$ cat src/rtl/i2c_reg_pkg.sv
// Shared definitions for the I2C register file: bit indices, widths,
// reset constants and the packed status layout.
package i2c_reg_pkg;

  // Status / interrupt-enable bit positions (same index in both registers)
  localparam int unsigned STOP_BIT      = 0;
  localparam int unsigned DIN_FULL_BIT  = 1;
  localparam int unsigned DIN_EMPTY_BIT = 2;
  localparam int unsigned DOUT_FULL_BIT = 3;
  localparam int unsigned ACK_BIT       = 4;
  localparam int unsigned NACK_BIT      = 5;
  localparam int unsigned BUS_BIT       = 6;
  localparam int unsigned ARB_BIT       = 7;

  // Remaining config bit positions
  localparam int unsigned FIFO_EN_BIT   = 8;
  localparam int unsigned PKT_TYPE_BIT  = 9;
  localparam int unsigned START_BIT     = 10;
  localparam int unsigned MACK_BIT      = 11;
  localparam int unsigned MNACK_BIT     = 12;
  localparam int unsigned SR_BIT        = 13;

  localparam int unsigned STATUS_W = 8;
  localparam int unsigned STICKY_W = 6;
  localparam int unsigned CFG_W    = 14;
  localparam int unsigned DATA_W   = 8;
  localparam int unsigned DIV_W    = 16;

  // Field order puts stop at bit 0 when viewed as a vector
  typedef struct packed {
    logic arb_loss;
    logic bus_available;
    logic slave_nack;
    logic slave_ack;
    logic dout_full;
    logic din_empty;
    logic din_full;
    logic stop;
  } status_t;

  localparam logic [CFG_W-1:0] CFG_RESET    = '0;
  localparam status_t          STATUS_RESET = status_t'(STATUS_W'(1) << BUS_BIT);

endpackage

$ cat src/rtl/i2c_register_file_if.sv
// Core-side event/level bundle between the I2C core (master) and the
// register file (slave).
interface i2c_register_file_if;
  logic       core_rx_valid;
  logic [7:0] core_rx_data;
  logic       ev_stop;
  logic       ev_din_full;
  logic       ev_din_empty;
  logic       ev_dout_full;
  logic       ev_slave_ack;
  logic       ev_slave_nack;
  logic       bus_available_in;
  logic       arb_loss_in;
  logic       start_ack;
  logic       ackbit_done;
  logic       byte_read_pulse;
  logic       byte_written_pulse;

  modport master (
    output core_rx_valid, core_rx_data, ev_stop, ev_din_full, ev_din_empty,
           ev_dout_full, ev_slave_ack, ev_slave_nack, bus_available_in,
           arb_loss_in, start_ack, ackbit_done, byte_read_pulse, byte_written_pulse
  );

  modport slave (
    input  core_rx_valid, core_rx_data, ev_stop, ev_din_full, ev_din_empty,
           ev_dout_full, ev_slave_ack, ev_slave_nack, bus_available_in,
           arb_loss_in, start_ack, ackbit_done, byte_read_pulse, byte_written_pulse
  );
endinterface

$ cat src/rtl/i2c_event_counter.sv
// Saturating up-counter with synchronous clear (clear has priority).
// Ports: clk, reset (async active-low), clr, inc, count.
module i2c_event_counter #(
  parameter int unsigned LEN_W = 32
) (
  input  logic             clk,
  input  logic             reset,
  input  logic             clr,
  input  logic             inc,
  output logic [LEN_W-1:0] count
);

  always_ff @(posedge clk or negedge reset) begin
    if (!reset) begin
      count <= '0;
    end else if (clr) begin
      count <= '0;
    end else if (inc && (count != {LEN_W{1'b1}})) begin
      count <= count + LEN_W'(1);
    end
  end

endmodule

$ cat src/rtl/i2c_register_file.sv
// Register storage for the I2C master: plain config/data registers,
// self-clearing command bits, sticky status, byte counters and irq.
// Ports: clk/reset, register-map we/_in/_out fields, status_we and
// status write values, core bundle (slave modport), byte counts, irq.
module i2c_register_file
  import i2c_reg_pkg::*;
#(
  parameter logic [15:0] CLK_DIV_RESET = 16'd250,
  parameter int unsigned LEN_W         = 32
) (
  input  logic              clk,
  input  logic              reset,
  input  logic              data_out_we,
  input  logic [DATA_W-1:0] data_out_in,
  output logic [DATA_W-1:0] data_out_out,
  output logic [DATA_W-1:0] data_in_out,
  input  logic              read_length_we,
  input  logic [LEN_W-1:0]  read_length_in,
  output logic [LEN_W-1:0]  read_length_out,
  input  logic              write_length_we,
  input  logic [LEN_W-1:0]  write_length_in,
  output logic [LEN_W-1:0]  write_length_out,
  input  logic              clk_divider_we,
  input  logic [DIV_W-1:0]  clk_divider_in,
  output logic [DIV_W-1:0]  clk_divider_out,
  input  logic              config_we,
  input  logic              stop_ire_in, din_full_ire_in, din_empty_ire_in, dout_full_ire_in,
  input  logic              ack_ire_in, nack_ire_in, bus_ire_in, arb_ire_in,
  output logic              stop_ire_out, din_full_ire_out, din_empty_ire_out, dout_full_ire_out,
  output logic              ack_ire_out, nack_ire_out, bus_ire_out, arb_ire_out,
  input  logic              fifo_enable_in, packet_type_in, start_in,
  input  logic              master_ACK_in, master_NACK_in, sr_enable_in,
  output logic              fifo_enable_out, packet_type_out, start_out,
  output logic              master_ACK_out, master_NACK_out, sr_enable_out,
  input  logic              status_we,
  input  logic              stop_in, din_full_in, din_empty_in, dout_full_in,
  input  logic              slave_ACK_in, slave_NACK_in,
  output logic              stop_out, din_full_out, din_empty_out, dout_full_out,
  output logic              slave_ACK_out, slave_NACK_out, bus_available_out, arb_loss_out,
  i2c_register_file_if.slave core,
  output logic [LEN_W-1:0]  bytes_read_out,
  output logic [LEN_W-1:0]  bytes_written_out,
  output logic              irq
);

  logic [CFG_W-1:0]    cfg_q, cfg_wr, cfg_d;
  status_t             status_q, status_d;
  logic [STATUS_W-1:0] status_bits_q;
  logic [STICKY_W-1:0] ev_set, sw_wr, sw_clr, sw_set;
  logic                irq_d, cnt_clr;

  // Gather the 14 config write fields into one vector
  always_comb begin
    cfg_wr                = '0;
    cfg_wr[STOP_BIT]      = stop_ire_in;
    cfg_wr[DIN_FULL_BIT]  = din_full_ire_in;
    cfg_wr[DIN_EMPTY_BIT] = din_empty_ire_in;
    cfg_wr[DOUT_FULL_BIT] = dout_full_ire_in;
    cfg_wr[ACK_BIT]       = ack_ire_in;
    cfg_wr[NACK_BIT]      = nack_ire_in;
    cfg_wr[BUS_BIT]       = bus_ire_in;
    cfg_wr[ARB_BIT]       = arb_ire_in;
    cfg_wr[FIFO_EN_BIT]   = fifo_enable_in;
    cfg_wr[PKT_TYPE_BIT]  = packet_type_in;
    cfg_wr[START_BIT]     = start_in;
    cfg_wr[MACK_BIT]      = master_ACK_in;
    cfg_wr[MNACK_BIT]     = master_NACK_in;
    cfg_wr[SR_BIT]        = sr_enable_in;
  end

  // Config next state: a software write beats the core's self-clear
  always_comb begin
    cfg_d = cfg_q;
    if (config_we) begin
      cfg_d = cfg_wr;
    end else begin
      if (core.start_ack) cfg_d[START_BIT] = 1'b0;
      if (core.ackbit_done) begin
        cfg_d[MACK_BIT]  = 1'b0;
        cfg_d[MNACK_BIT] = 1'b0;
      end
    end
  end

  // Sticky status: hardware set beats software clear; only stop accepts a written 1
  always_comb begin
    status_bits_q = status_q;
    ev_set = {core.ev_slave_nack & ~cfg_q[FIFO_EN_BIT],
              core.ev_slave_ack  & ~cfg_q[FIFO_EN_BIT],
              core.ev_dout_full, core.ev_din_empty, core.ev_din_full, core.ev_stop};
    sw_wr  = {slave_NACK_in, slave_ACK_in, dout_full_in, din_empty_in, din_full_in, stop_in};
    sw_clr = {STICKY_W{status_we}} & ~sw_wr;
    sw_set = {{(STICKY_W-1){1'b0}}, status_we & stop_in};
    status_d = status_t'({core.arb_loss_in, core.bus_available_in,
                          ev_set | sw_set | (status_bits_q[STICKY_W-1:0] & ~sw_clr)});
    irq_d = |(status_bits_q & cfg_q[ARB_BIT:STOP_BIT]);
  end

  assign cnt_clr = config_we & start_in & ~cfg_q[START_BIT];

  always_ff @(posedge clk or negedge reset) begin
    if (!reset) begin
      data_out_out     <= '0;
      data_in_out      <= '0;
      read_length_out  <= '0;
      write_length_out <= '0;
      clk_divider_out  <= CLK_DIV_RESET;
      cfg_q            <= CFG_RESET;
      status_q         <= STATUS_RESET;
      irq              <= 1'b0;
    end else begin
      if (data_out_we)        data_out_out     <= data_out_in;
      if (core.core_rx_valid) data_in_out      <= core.core_rx_data;
      if (read_length_we)     read_length_out  <= read_length_in;
      if (write_length_we)    write_length_out <= write_length_in;
      if (clk_divider_we)     clk_divider_out  <= clk_divider_in;
      cfg_q    <= cfg_d;
      status_q <= status_d;
      irq      <= irq_d;
    end
  end

  assign stop_ire_out      = cfg_q[STOP_BIT];
  assign din_full_ire_out  = cfg_q[DIN_FULL_BIT];
  assign din_empty_ire_out = cfg_q[DIN_EMPTY_BIT];
  assign dout_full_ire_out = cfg_q[DOUT_FULL_BIT];
  assign ack_ire_out       = cfg_q[ACK_BIT];
  assign nack_ire_out      = cfg_q[NACK_BIT];
  assign bus_ire_out       = cfg_q[BUS_BIT];
  assign arb_ire_out       = cfg_q[ARB_BIT];
  assign fifo_enable_out   = cfg_q[FIFO_EN_BIT];
  assign packet_type_out   = cfg_q[PKT_TYPE_BIT];
  assign start_out         = cfg_q[START_BIT];
  assign master_ACK_out    = cfg_q[MACK_BIT];
  assign master_NACK_out   = cfg_q[MNACK_BIT];
  assign sr_enable_out     = cfg_q[SR_BIT];

  assign stop_out          = status_q.stop;
  assign din_full_out      = status_q.din_full;
  assign din_empty_out     = status_q.din_empty;
  assign dout_full_out     = status_q.dout_full;
  assign slave_ACK_out     = status_q.slave_ack;
  assign slave_NACK_out    = status_q.slave_nack;
  assign bus_available_out = status_q.bus_available;
  assign arb_loss_out      = status_q.arb_loss;

  i2c_event_counter #(.LEN_W(LEN_W)) u_read_cnt (
    .clk(clk), .reset(reset), .clr(cnt_clr), .inc(core.byte_read_pulse), .count(bytes_read_out)
  );

  i2c_event_counter #(.LEN_W(LEN_W)) u_written_cnt (
    .clk(clk), .reset(reset), .clr(cnt_clr), .inc(core.byte_written_pulse), .count(bytes_written_out)
  );

endmodule

$ cat src/flat_wrapper.sv
// flat-port wrapper written by rule: the top's interface ports become plain ports
module i2c_register_file_flat import i2c_reg_pkg::*;
#(
  parameter logic [15:0] CLK_DIV_RESET = 16'd250,
  parameter int unsigned LEN_W         = 32
)
  (clk, reset, data_out_we, data_out_in, data_out_out, data_in_out, read_length_we, read_length_in, read_length_out, write_length_we, write_length_in, write_length_out, clk_divider_we, clk_divider_in, clk_divider_out, config_we, stop_ire_in, din_full_ire_in, din_empty_ire_in, dout_full_ire_in, ack_ire_in, nack_ire_in, bus_ire_in, arb_ire_in, stop_ire_out, din_full_ire_out, din_empty_ire_out, dout_full_ire_out, ack_ire_out, nack_ire_out, bus_ire_out, arb_ire_out, fifo_enable_in, packet_type_in, start_in, master_ACK_in, master_NACK_in, sr_enable_in, fifo_enable_out, packet_type_out, start_out, master_ACK_out, master_NACK_out, sr_enable_out, status_we, stop_in, din_full_in, din_empty_in, dout_full_in, slave_ACK_in, slave_NACK_in, stop_out, din_full_out, din_empty_out, dout_full_out, slave_ACK_out, slave_NACK_out, bus_available_out, arb_loss_out, bytes_read_out, bytes_written_out, irq, core_core_rx_valid, core_core_rx_data, core_ev_stop, core_ev_din_full, core_ev_din_empty, core_ev_dout_full, core_ev_slave_ack, core_ev_slave_nack, core_bus_available_in, core_arb_loss_in, core_start_ack, core_ackbit_done, core_byte_read_pulse, core_byte_written_pulse);
  i2c_register_file_if core_i ();
  input  logic clk;
  input  logic reset;
  input  logic data_out_we;
  input  logic [DATA_W-1:0] data_out_in;
  output logic [DATA_W-1:0] data_out_out;
  output logic [DATA_W-1:0] data_in_out;
  input  logic read_length_we;
  input  logic [LEN_W-1:0] read_length_in;
  output logic [LEN_W-1:0] read_length_out;
  input  logic write_length_we;
  input  logic [LEN_W-1:0] write_length_in;
  output logic [LEN_W-1:0] write_length_out;
  input  logic clk_divider_we;
  input  logic [DIV_W-1:0] clk_divider_in;
  output logic [DIV_W-1:0] clk_divider_out;
  input  logic config_we;
  input  logic stop_ire_in;
  input  logic din_full_ire_in;
  input  logic din_empty_ire_in;
  input  logic dout_full_ire_in;
  input  logic ack_ire_in;
  input  logic nack_ire_in;
  input  logic bus_ire_in;
  input  logic arb_ire_in;
  output logic stop_ire_out;
  output logic din_full_ire_out;
  output logic din_empty_ire_out;
  output logic dout_full_ire_out;
  output logic ack_ire_out;
  output logic nack_ire_out;
  output logic bus_ire_out;
  output logic arb_ire_out;
  input  logic fifo_enable_in;
  input  logic packet_type_in;
  input  logic start_in;
  input  logic master_ACK_in;
  input  logic master_NACK_in;
  input  logic sr_enable_in;
  output logic fifo_enable_out;
  output logic packet_type_out;
  output logic start_out;
  output logic master_ACK_out;
  output logic master_NACK_out;
  output logic sr_enable_out;
  input  logic status_we;
  input  logic stop_in;
  input  logic din_full_in;
  input  logic din_empty_in;
  input  logic dout_full_in;
  input  logic slave_ACK_in;
  input  logic slave_NACK_in;
  output logic stop_out;
  output logic din_full_out;
  output logic din_empty_out;
  output logic dout_full_out;
  output logic slave_ACK_out;
  output logic slave_NACK_out;
  output logic bus_available_out;
  output logic arb_loss_out;
  output logic [LEN_W-1:0] bytes_read_out;
  output logic [LEN_W-1:0] bytes_written_out;
  output logic irq;
  input wire logic [$bits(core_i.core_rx_valid)-1:0] core_core_rx_valid;
  input wire logic [$bits(core_i.core_rx_data)-1:0] core_core_rx_data;
  input wire logic [$bits(core_i.ev_stop)-1:0] core_ev_stop;
  input wire logic [$bits(core_i.ev_din_full)-1:0] core_ev_din_full;
  input wire logic [$bits(core_i.ev_din_empty)-1:0] core_ev_din_empty;
  input wire logic [$bits(core_i.ev_dout_full)-1:0] core_ev_dout_full;
  input wire logic [$bits(core_i.ev_slave_ack)-1:0] core_ev_slave_ack;
  input wire logic [$bits(core_i.ev_slave_nack)-1:0] core_ev_slave_nack;
  input wire logic [$bits(core_i.bus_available_in)-1:0] core_bus_available_in;
  input wire logic [$bits(core_i.arb_loss_in)-1:0] core_arb_loss_in;
  input wire logic [$bits(core_i.start_ack)-1:0] core_start_ack;
  input wire logic [$bits(core_i.ackbit_done)-1:0] core_ackbit_done;
  input wire logic [$bits(core_i.byte_read_pulse)-1:0] core_byte_read_pulse;
  input wire logic [$bits(core_i.byte_written_pulse)-1:0] core_byte_written_pulse;
  assign core_i.core_rx_valid = core_core_rx_valid;
  assign core_i.core_rx_data = core_core_rx_data;
  assign core_i.ev_stop = core_ev_stop;
  assign core_i.ev_din_full = core_ev_din_full;
  assign core_i.ev_din_empty = core_ev_din_empty;
  assign core_i.ev_dout_full = core_ev_dout_full;
  assign core_i.ev_slave_ack = core_ev_slave_ack;
  assign core_i.ev_slave_nack = core_ev_slave_nack;
  assign core_i.bus_available_in = core_bus_available_in;
  assign core_i.arb_loss_in = core_arb_loss_in;
  assign core_i.start_ack = core_start_ack;
  assign core_i.ackbit_done = core_ackbit_done;
  assign core_i.byte_read_pulse = core_byte_read_pulse;
  assign core_i.byte_written_pulse = core_byte_written_pulse;
  i2c_register_file #(.CLK_DIV_RESET(CLK_DIV_RESET), .LEN_W(LEN_W)) u_core (.clk(clk), .reset(reset), .data_out_we(data_out_we), .data_out_in(data_out_in), .data_out_out(data_out_out), .data_in_out(data_in_out), .read_length_we(read_length_we), .read_length_in(read_length_in), .read_length_out(read_length_out), .write_length_we(write_length_we), .write_length_in(write_length_in), .write_length_out(write_length_out), .clk_divider_we(clk_divider_we), .clk_divider_in(clk_divider_in), .clk_divider_out(clk_divider_out), .config_we(config_we), .stop_ire_in(stop_ire_in), .din_full_ire_in(din_full_ire_in), .din_empty_ire_in(din_empty_ire_in), .dout_full_ire_in(dout_full_ire_in), .ack_ire_in(ack_ire_in), .nack_ire_in(nack_ire_in), .bus_ire_in(bus_ire_in), .arb_ire_in(arb_ire_in), .stop_ire_out(stop_ire_out), .din_full_ire_out(din_full_ire_out), .din_empty_ire_out(din_empty_ire_out), .dout_full_ire_out(dout_full_ire_out), .ack_ire_out(ack_ire_out), .nack_ire_out(nack_ire_out), .bus_ire_out(bus_ire_out), .arb_ire_out(arb_ire_out), .fifo_enable_in(fifo_enable_in), .packet_type_in(packet_type_in), .start_in(start_in), .master_ACK_in(master_ACK_in), .master_NACK_in(master_NACK_in), .sr_enable_in(sr_enable_in), .fifo_enable_out(fifo_enable_out), .packet_type_out(packet_type_out), .start_out(start_out), .master_ACK_out(master_ACK_out), .master_NACK_out(master_NACK_out), .sr_enable_out(sr_enable_out), .status_we(status_we), .stop_in(stop_in), .din_full_in(din_full_in), .din_empty_in(din_empty_in), .dout_full_in(dout_full_in), .slave_ACK_in(slave_ACK_in), .slave_NACK_in(slave_NACK_in), .stop_out(stop_out), .din_full_out(din_full_out), .din_empty_out(din_empty_out), .dout_full_out(dout_full_out), .slave_ACK_out(slave_ACK_out), .slave_NACK_out(slave_NACK_out), .bus_available_out(bus_available_out), .arb_loss_out(arb_loss_out), .core(core_i), .bytes_read_out(bytes_read_out), .bytes_written_out(bytes_written_out), .irq(irq));
endmodule
$ cat config.mk
export PLATFORM = sky130hd
export DESIGN_NAME = i2c_register_file_flat
export DESIGN_NICKNAME = d
export VERILOG_FILES = /design/src/rtl/i2c_reg_pkg.sv /design/src/rtl/i2c_register_file_if.sv /design/src/rtl/i2c_event_counter.sv /design/src/rtl/i2c_register_file.sv /design/src/flat_wrapper.sv
export SDC_FILE = /design/constraint.sdc
export NUM_CORES = 1
export LEC_CHECK = 0
export BUFFER_PORTS_ARGS = -buffer_cell sky130_fd_sc_hd__buf_2
export CORE_MARGIN = 2
export CORE_UTILIZATION = 45
export DETAILED_ROUTE_END_ITERATION = 10
export GPL_TIMING_DRIVEN = 0
export PLACE_DENSITY_LB_ADDON = 0.2
export SLEW_MARGIN = 10
export SYNTH_ARGS = -nofsm -noshare
export SYNTH_HDL_FRONTEND = slang
export SYNTH_SLANG_ARGS = --single-unit
$ cat constraint.sdc
create_clock -name clk -period 2.4 [get_ports clk]
set_input_delay 0.48 -clock clk [delete_from_list [all_inputs] [get_ports clk]]
set_output_delay 0.48 -clock clk [all_outputs]
set_load 0.05 [all_outputs]
## Yosys cells after proc, flatten, opt, wreduce, memory -nomap -nowiden

Cells that the tools add are included.
W data, S select, Z words.

- Register bits: 183
- Bits of input ports: 137
- Output and inout bits: 183

- Reductions and logical operators: 7
- Equality and inequality tests: 2
- Bitwise gates (word level): 14
- Muxes and demuxes: 7
- $add $sub $neg: 2

Operator list:

| kind | number |
|---|---|
| $mux W32 | 4 |
| $add A32 B1 Y32 const B | 2 |
| $ne A32 B32 Y1 const B | 2 |
| $and A6 B6 Y6 | 2 |
| $not A6 Y6 | 2 |
| $and A8 B8 Y8 | 1 |
| $reduce_bool A2 Y1 | 4 |
| $reduce_or A8 Y1 | 1 |
| $or A6 B1 Y6 | 1 |
| $or A6 B6 Y6 | 1 |
| $and A1 B1 Y1 | 5 |
| $mux W3 | 1 |
| $logic_and A1 B1 Y1 | 2 |
| $mux W2 | 1 |
| $not A1 Y1 | 2 |
| $mux W1 | 1 |

## Depth between registers and ports, before layout

Gate-level depths: netlist of the first run.

- Depth in word-level cells: 5
- Mapped depth: 7
- Mapped depth without buffers: 6

## Cells and area by module

From an unflattened synthesis of the first run, not the netlist that was laid out.

- Cells, all modules: 658
- Area, all modules: 8505.7 µm²

By module, submodules not included:

| module | cells an instance | area an instance (µm²) | sequential area each (µm²) | times used |
|---|---|---|---|---|
| i2c_register_file | 266 | 4840.9 | 2986.6 | 1 |
| i2c_event_counter at u_core.u_written_cnt | 198 | 1854.3 | 800.8 | 1 |
| i2c_event_counter at u_core.u_read_cnt | 194 | 1810.5 | 800.8 | 1 |

## Least setup slack after synthesis of the first run

Ideal clock, no wire load.

- Path kind: register to register
- Start point: register u_core.u_read_cnt.count[0]
- End point: register u_core.u_read_cnt.count[12]
- Stages on the path, launching flop included: 8
- Arrival: 2.464 ns
- Data required time: 2.264 ns
- Buffers on the path: 1
- Slack: -0.200 ns
- Cell sequence: dfrtp_1 > ha_1 > nand4_1 > or4_4 > o31ai_4 > clkbuf_2 > or4_2 > a21oi_1

- Longest elaborated chain between the ends: 3

Ends and longest elaborated chain:

| item | line | RTL |
|---|---|---|
| start, declared | i2c_event_counter.sv:10 | `output logic [LEN_W-1:0] count` |
| start signal, assigned | i2c_event_counter.sv:19 | `count <= count + LEN_W'(1);` |
| $add A32 B1 Y32 / $ne A32 B32 Y1 (equally long branches) | i2c_event_counter.sv:19, i2c_event_counter.sv:18 |  |
| $mux W32 / $logic_and A1 B1 Y1 (equally long branches) | i2c_event_counter.sv:18 | `end else if (inc && (count != {LEN_W{1'b1}})) begin` |
| $mux W32 / $reduce_bool A2 Y1 (equally long branches) | n/a |  |

Parallel ways exist; a longest one is shown, timed or not. The select of a mux whose other input is x is not followed.
A chain may end at the register's enable or synchronous reset.

## Final worst setup path of the first run

- Start point: register u_core.u_read_cnt.count[6]
- End point: register u_core.u_read_cnt.count[12]

The elaborated chain is that of the path after synthesis.

==> impl_metrics.sql, run 1 <==
INSERT INTO impl_metrics (metric_group, metric, value, unit) VALUES
('clock_network', 'cts_root_buf', 'sky130_fd_sc_hd__clkbuf_16', ''),
('sta', 'final-max-slew-violation-count', '0', ''),
('floorplan', 'die_x', '138', 'um'),
('global_route', 'globalRouteOverflowTotal', '0', ''),
('critical_path', 'critical_path_required', '2.69', 'ns'),
('synthesis', 'synth_area_in_compound_gates', '0.0871', ''),
('synthesis', 'most_area_consuming_cells_after_synthesis', 'sky130_fd_sc_hd__dfrtp_1, sky130_fd_sc_hd__mux2_2, sky130_fd_sc_hd__a21oi_1', ''),
('critical_path', 'worst_setup_end_kind', 'flop', ''),
('sta', 'min_period_over_period', '0.939', ''),
('synthesis', 'ys_dominant_reg_cell', 'sky130_fd_sc_hd__dfrtp_1', ''),
('detailed_routing', 'route.detailed.drc', '0', ''),
('sta', 'hold_viol_final', '0', ''),
('layout', 'final_nets', '1158', ''),
('floorplan', 'die-height', '138', 'um'),
('placement', 'placement.io_buffers', '313', ''),
('detailed_routing', 'wl_per_cell', '18.0', 'um'),
('placement', 'finalWeightedCongestion', '0.824', ''),
('run_status', 'run_status', 'completed', ''),
('clock_network', 'insertion_delay_to_the_later_sink_of_the_worst_skew_pair', '0.43', 'ns'),
('synthesis', 'ys_types', '51', ''),
('sta', 'finalClockSkew', '0.00940', 'ns'),
('detailed_routing', 'antenna_violating_nets_post_route', '0', ''),
('floorplan', 'floorplan.io_pins', '320', ''),
('clock_network', 'clock_path_buffers', '2', ''),
('synthesis', 'synthesis.nets', '815', ''),
('synthesis', 'yosysSeqAreaShare', '0.569', ''),
('global_route', 'grt_pass1_vias', '6817', ''),
('global_route', 'antenna_found_initial', '1', ''),
('synthesis', 'synth_adder_area_share', '0.00310', ''),
('synthesis', 'yosys.area_share.xor_xnor', '0.00868', ''),
('detailed_routing', 'detail_route.vias_per_cell', '5.47', ''),
('floorplan', 'die_area', '19000', 'um^2'),
('floorplan', 'area_of_the_core', '17400', 'um^2'),
('sta', 'max_freq', '0.444', 'GHz'),
('global_route', 'grt_pass1_wl', '35000', 'um'),
('sta', 'report.final.setup_viol', '0', ''),
('layout', 'drive_above_1_share', '0.486', ''),
('pwr', 'power.static_leakage', '4.98', 'nW'),
('synthesis', 'netlist_area', '8070', 'um^2'),
('clock_network', 'tritoncts', 'done', ''),
('sta', 'setup_slack', '0.145', 'ns'),
('pwr', 'power_density', '763', 'nW/um^2'),
('sta', 'worst_pin_slew', '0.730', 'ns'),
('synthesis', 'synthMuxAreaShare', '0.157', ''),
('worst_hold_path', 'hold_path_class', 'in -> async', ''),
('synthesis', 'synth_top_area_cell', 'sky130_fd_sc_hd__dfrtp_1', ''),
('global_route', 'groute.usage.overall', '0.242', ''),
('synthesis', 'synth.avg_cell_area', '11.9', 'um^2'),
('sta', 'totalNegativeSetupSlack', '0', 'ns'),
('critical_path', 'path_max_fanout', '10', ''),
('synthesis', 'flip_flop_and_latch_count_after_synthesis', '183', ''),
('critical_path', 'timing_worst_setup_path_type', 'reg -> reg', ''),
('layout', 'fill_cells', '1503', ''),
('pwr', 'ir_drop', '0.482', 'mV'),
('placement', 'place_worst_setup_slack', '-0.267', 'ns'),
('layout', 'syn2layout_area_growth', '31.7', '%'),
('synthesis', 'synth_top_family_by_area', 'multiplexers', ''),
('synthesis', 'async_reset_ff_frac', '1.00', ''),
('detailed_routing', 'drt_pass1_iterations', '5', ''),
('floorplan', 'core.rowCount', '48', ''),
('layout', 'utilization', '0.610', ''),
('layout', 'diodes', '0', ''),
('floorplan', 'floorplan.initialDensity', '0.463', ''),
('synthesis', 'syn-instance-count', '676', ''),
('sta', 'max-slew-margin-rel', '0.514', ''),
('clock_network', 'clk_pin_slew_worst_paths', '0.07', 'ns'),
('detailed_routing', 'overall_via_count_from_detail_route', '6874', ''),
('synthesis', 'number_of_synthesized_flops_with_an_enable_pin', '0', ''),
('synthesis', 'yosysWarnings', '0', ''),
('detailed_routing', 'dr.first_iter.drc_count', '344', ''),
('clock_network', 'h-tree-depth', '4', ''),
('global_route', 'grt_start_max_net_pins', '96', ''),
('placement', 'detailed_place_hpwl', '17100', 'um'),
('synthesis', 'synth.top_cell.area_share', '0.546', ''),
('run', 'max_cap_violations', '0', ''),
('sta', 'period_minus_slack', '2.25', 'ns'),
('clock_network', 'clock-sinks', '183', ''),
('sta', 'worst_hold_slack', '0.0462', 'ns'),
('critical_path', 'start_kind', 'flop', ''),
('synthesis', 'yosys.area_share.simple', '0.155', ''),
('critical_path', 'crit_arrival', '2.54', 'ns'),
('detailed_routing', 'routed_wirelength', '22600', 'um'),
('clock_network', 'cts-buffers-inserted', '17', '');
[worst max-delay path: stages (launching register included)]
cell and delay, ns:
sky130_fd_sc_hd__dfrtp_1 0.47, sky130_fd_sc_hd__nand4_4 0.20, sky130_fd_sc_hd__or4_4 0.60, sky130_fd_sc_hd__o31ai_4 0.33, sky130_fd_sc_hd__clkbuf_2 0.30, sky130_fd_sc_hd__or4_2 0.15
sky130_fd_sc_hd__a21oi_1 0.05
[through the flow]
stage	instances	power (mW)	area (um^2)
3_5_place_dp	1215	5.39	9960
5_1_grt	1257	8.43	10600
2_1_floorplan	676	4.80	8070
6_report	1257	8.11	10600
3_3_place_gp	1214	5.35	9920
4_1_cts	1250	8.18	10600
[cells by family (layout without fill, tap and decap cells)]
| logic type | count (synthesis) | count (layout) |
|---|---|---|
| simple gates | 214 | 214 |
| flops | 183 | 183 |
| compound gates | 118 | 118 |
| mux | 113 | 113 |
| buf+inv | 38 | 394 |
| xor+xnor | 8 | 8 |
| fa+ha+maj | 2 | 2 |
[layer usage]
metal | routed length, um | up-vias | global-route usage | share of wire
met4 | 948 | 2 | 0.124 | 0.042
met3 | 1790 | 58 | 0.0830 | 0.079
met1 | 8850 | 3346 | 0.283 | 0.39
li1 | - | 3214 | - | -
met5 | 7 | - | 0 | 0.00031
met2 | 11000 | 254 | 0.394 | 0.49
[where the power goes]
| group | total [mW] | switching, mW | internal, mW |
|---|---|---|---|
| Combinational | 1.80 | 1.31 | 0.491 |
| Clock | 2.80 | 1.30 | 1.50 |
| Sequential | 3.51 | 0.176 | 3.34 |
| Total | 8.11 | 2.78 | 5.33 |
[what timing repair did]
action | in CTS | in global routing
hold buffers | 0 | 0
setup buffers | 3 | 8
gates resized for setup | 0 | 2
endpoints found under the setup margin | 10 | 15
pin swaps | 0 | 4
[Yosys cell counts (all sizes together), types with 7 or more instances]
library cell and count:
and4 11, o21ai 40, nor4 10, nand2b 8
and3 9, nand4 23, dfstp 7, a21oi 43
inv 9, mux2 107, buf 13, or3 30
o31ai 12, dfrtp 176, nand2 44, nor2 21
nand3 29, clkbuf 16, or4 18
[cells in the final DEF (no fill, tap or decap), types with 5 or more instances in the layout]
master and instances:
sky130_fd_sc_hd__a21oi_1 43, sky130_fd_sc_hd__buf_2 315, sky130_fd_sc_hd__xor2_1 6, sky130_fd_sc_hd__o21ai_0 38, sky130_fd_sc_hd__nand2_1 44, sky130_fd_sc_hd__inv_6 5, sky130_fd_sc_hd__buf_1 7, sky130_fd_sc_hd__mux2_2 107
sky130_fd_sc_hd__or4_1 11, sky130_fd_sc_hd__dfstp_2 7, sky130_fd_sc_hd__mux2i_1 6, sky130_fd_sc_hd__and4_1 11, sky130_fd_sc_hd__nor2_1 21, sky130_fd_sc_hd__clkbuf_1 15, sky130_fd_sc_hd__nor4_1 7, sky130_fd_sc_hd__or4_2 5
sky130_fd_sc_hd__o31ai_1 11, sky130_fd_sc_hd__nand3_1 29, sky130_fd_sc_hd__dfrtp_1 174, sky130_fd_sc_hd__o211ai_1 6, sky130_fd_sc_hd__inv_1 9, sky130_fd_sc_hd__nand4_1 22, sky130_fd_sc_hd__buf_4 11, sky130_fd_sc_hd__or3_1 28
sky130_fd_sc_hd__clkbuf_16 17, sky130_fd_sc_hd__and3_1 8, sky130_fd_sc_hd__nand2b_1 8
[area by class of cell]
type	count	area [um^2]	area share
Buffer	28	133	0.0125
Clock buffer	19	443	0.0417
Multi-Input combinational cell	455	3330	0.313
Clock inverter	13	134	0.0126
Inverter	9	33.8	0.00318
Timing Repair Buffer	325	1690	0.159
Tap cell	225	282	0.0265
Sequential cell	183	4590	0.432
[registers in the layout (all words and copies together), names as in the netlist]
signal                      flops
u_core.arb_loss_out             1
u_core.bus_available_out        1
u_core.cfg_q                   14
u_core.clk_divider_out         16
u_core.data_in_out              8
u_core.data_out_out             8
u_core.din_empty_out            1
u_core.din_full_out             1
u_core.dout_full_out            1
u_core.irq                      1
u_core.read_length_out         32
u_core.slave_ACK_out            1
u_core.slave_NACK_out           1
u_core.stop_out                 1
u_core.u_read_cnt.count        32
u_core.u_written_cnt.count     32
u_core.write_length_out        32
[final timing paths]
path	cells after the start	end	slack, ns	start
worst max register to register	6	u_core.u_read_cnt.count[12]	0.15	u_core.u_read_cnt.count[6]
worst max-delay path	6	u_core.u_read_cnt.count[12]	0.15	u_core.u_read_cnt.count[6]
worst min-delay path	1	u_core.write_length_out[26]	0.05	reset
min in group clk	1	u_core.bus_available_out	0.14	core_bus_available_in
worst min register to register	1	u_core.write_length_out[19]	0.50	u_core.write_length_out[19]
max in group asynchronous	2	u_core.bus_available_out	1.43	reset
Power figures use the tool's default switching activity.
==> run 2: changes to the inputs <==
- CORE_UTILIZATION: 45 -> 49
- CTS_BUF_LIST: default -> sky130_fd_sc_hd__clkbuf_16
==> impl_metrics.sql, run 2 (synthesis results as in run 1) <==
INSERT INTO impl_metrics (metric_group, metric, value, unit) VALUES
('clock_network', 'clk_pin_slew_worst_paths', '0.07', 'ns'),
('critical_path', 'timing_worst_setup_path_type', 'reg -> reg', ''),
('sta', 'hold_viol_final', '0', ''),
('sta', 'worst_hold_slack', '0.0121', 'ns'),
('critical_path', 'path_max_fanout', '10', ''),
('clock_network', 'insertion_delay_to_the_later_sink_of_the_worst_skew_pair', '0.43', 'ns'),
('detailed_routing', 'antenna_violating_nets_post_route', '0', ''),
('layout', 'layout.area.seq', '4590', 'um^2'),
('detailed_routing', 'overall_via_count_from_detail_route', '6878', ''),
('layout', 'postLayoutCellArea', '10600', 'um^2'),
('critical_path', 'crit_arrival', '2.60', 'ns'),
('clock_network', 'cts-buffers-inserted', '17', ''),
('sta', 'max_freq', '0.431', 'GHz'),
('floorplan', 'die_area', '17500', 'um^2'),
('clock_network', 'tritoncts', 'done', ''),
('detailed_routing', 'detail_route.vias_per_cell', '5.51', ''),
('global_route', 'top_usage_layer', 'met2', ''),
('layout', 'final_nets', '1156', ''),
('layout', 'fill_cells', '1319', ''),
('layout', 'mostFrequentLayoutCell', 'sky130_fd_sc_hd__buf_2', ''),
('sta', 'min_period_over_period', '0.967', ''),
('layout', 'syn2layout_area_growth', '31.5', '%'),
('run_status', 'run_status', 'completed', ''),
('sta', 'max-slew-margin-rel', '0.530', ''),
('global_route', 'grt_pass1_wl', '35600', 'um'),
('global_route', 'groute.usage.overall', '0.257', ''),
('clock_network', 'cts_root_buf', 'sky130_fd_sc_hd__clkbuf_16', ''),
('floorplan', 'floorplan.io_pins', '320', ''),
('clock_network', 'cts_hold_buf', '0', ''),
('pwr', 'power.static_leakage', '4.99', 'nW'),
('sta', 'worst_pin_slew', '0.705', 'ns'),
('floorplan', 'floorplan.initialDensity', '0.504', ''),
('critical_path', 'worst_setup_end_kind', 'flop', ''),
('critical_path', 'critical_path_required', '2.68', 'ns'),
('global_route', 'groute.layer.met1.usage', '0.333', ''),
('placement', 'placement.io_buffers', '313', ''),
('layout', 'layout.cells.most_common_list', 'sky130_fd_sc_hd__buf_2, sky130_fd_sc_hd__dfrtp_1, sky130_fd_sc_hd__mux2_2', ''),
('sta', 'final-max-slew-violation-count', '0', ''),
('clock_network', 'h-tree-depth', '4', ''),
('layout', 'fin_cells', '1248', ''),
('sta', 'finalClockSkew', '0.00886', 'ns'),
('layout', 'utilization', '0.663', ''),
('placement', 'placedInstanceArea', '9950', 'um^2'),
('detailed_routing', 'dr.first_iter.drc_count', '401', ''),
('global_route', 'grt_pass1_vias', '6682', ''),
('placement', 'placed_cells', '1206', ''),
('global_route', 'gr-usage-met3', '0.0627', ''),
('global_route', 'antenna_found_initial', '3', ''),
('critical_path', 'start_kind', 'flop', ''),
('global_route', 'grt_use_met2', '0.418', ''),
('clock_network', 'clock_path_buffers', '2', ''),
('layout', 'multi_input_logic_area', '3330', 'um^2'),
('floorplan', 'area_of_the_core', '16000', 'um^2'),
('sta', 'period_minus_slack', '2.32', 'ns'),
('worst_hold_path', 'hold_path_class', 'in -> async', ''),
('layout', 'drive_above_1_share', '0.487', ''),
('pwr', 'total_power', '8.07', 'mW'),
('placement', 'detailed_place_hpwl', '16700', 'um'),
('detailed_routing', 'drt_pass1_iterations', '5', ''),
('detailed_routing', 'wl_per_cell', '18.2', 'um'),
('run', 'max_cap_violations', '0', ''),
('placement', 'finalWeightedCongestion', '0.879', ''),
('global_route', 'globalRouteOverflowTotal', '0', ''),
('floorplan', 'die_x', '132', 'um'),
('global_route', 'grt_start_max_net_pins', '97', ''),
('detailed_routing', 'route.detailed.drc', '0', ''),
('sta', 'report.final.setup_viol', '0', ''),
('pwr', 'ir_drop', '0.516', 'mV'),
('detailed_routing', 'routed_wirelength', '22700', 'um'),
('pwr', 'power_density', '760', 'nW/um^2'),
('floorplan', 'core.rowCount', '46', ''),
('clock_network', 'clock-sinks', '183', ''),
('floorplan', 'die-height', '132', 'um');
[run 2: cell count changes in the layout (fill, tap and decap cells not counted), moves of 2 or more]
cell / before / now
sky130_fd_sc_hd__buf_4: 11 / 8
sky130_fd_sc_hd__dfrtp_2: 2 / 5
sky130_fd_sc_hd__dfrtp_1: 174 / 171
sky130_fd_sc_hd__clkinv_4: 1 / 3
sky130_fd_sc_hd__clkinv_1: 0 / 2
sky130_fd_sc_hd__diode_2: 0 / 2
sky130_fd_sc_hd__inv_8: 3 / 0
sky130_fd_sc_hd__clkbuf_1: 15 / 13
[run 2: final cells by class]
cell class              instances  area share
diodes                          2    0.000472
plain buffers                  29      0.0133
clock buffers                  17      0.0401
clock inverters                15      0.0143
inverters                       9     0.00318
multi-input cells             455       0.314
flip-flops and latches        183       0.433
well taps                     216      0.0255
repair buffers                322       0.157
[run 2: worst paths after layout]
| check | depth (start not counted) | from | slack, ns | endpoint |
|---|---|---|---|---|
| setup / recovery | 6 | u_core.u_read_cnt.count[6] | 0.08 | u_core.u_read_cnt.count[3] |
| hold reg to reg | 1 | u_core.cfg_q[12] | 0.50 | u_core.cfg_q[12] |
| setup reg to reg | 6 | u_core.u_read_cnt.count[6] | 0.08 | u_core.u_read_cnt.count[3] |
| max in group asynchronous | 2 | reset | 1.46 | u_core.write_length_out[7] |
| min in group clk | 1 | core_bus_available_in | 0.15 | u_core.bus_available_out |
| hold / removal | 1 | reset | 0.01 | u_core.clk_divider_out[9] |
[run 2: layer usage]
metal | vias up | wire length [um]
met2 | 314 | 11000
met5 | - | 11
met4 | 2 | 728
met3 | 58 | 1540
li1 | 3200 | -
met1 | 3304 | 9330
[run 2: repair_timing]
| action | CTS | global route |
|---|---|---|
| endpoints found under the setup margin | 23 | 29 |
| resized for setup | 0 | 12 |
| cloned | 0 | 0 |
| endpoints found under the hold margin | 0 | 0 |
| buffers inserted | 2 | 6 |
| pin swaps | 0 | 3 |
[run 2: critical path: stages, from the launching register on]
cell and delay, ns:
sky130_fd_sc_hd__dfrtp_1 0.50, sky130_fd_sc_hd__nand4_4 0.22, sky130_fd_sc_hd__or4_4 0.60, sky130_fd_sc_hd__o31ai_4 0.38, sky130_fd_sc_hd__buf_2 0.28, sky130_fd_sc_hd__or3_1 0.13
sky130_fd_sc_hd__a21oi_1 0.06
[run 2: power by group]
group | switching (mW) | internal [mW] | total [mW]
Combinational | 1.30 | 0.495 | 1.80
Clock | 1.21 | 1.54 | 2.75
Sequential | 0.178 | 3.34 | 3.52
Total | 2.69 | 5.37 | 8.07
[run 2: stage by stage]
| stage | setup TNS [ns] | setup WS (ns) |
|---|---|---|
| floorplan | 0 | 0.0209 |
| global placement | -389.99 | -2.47 |
| detailed placement | -7.65 | -0.209 |
| CTS | 0 | 0.0548 |
| global route | -0.00807 | -0.00807 |
| finish | 0 | 0.0804 |
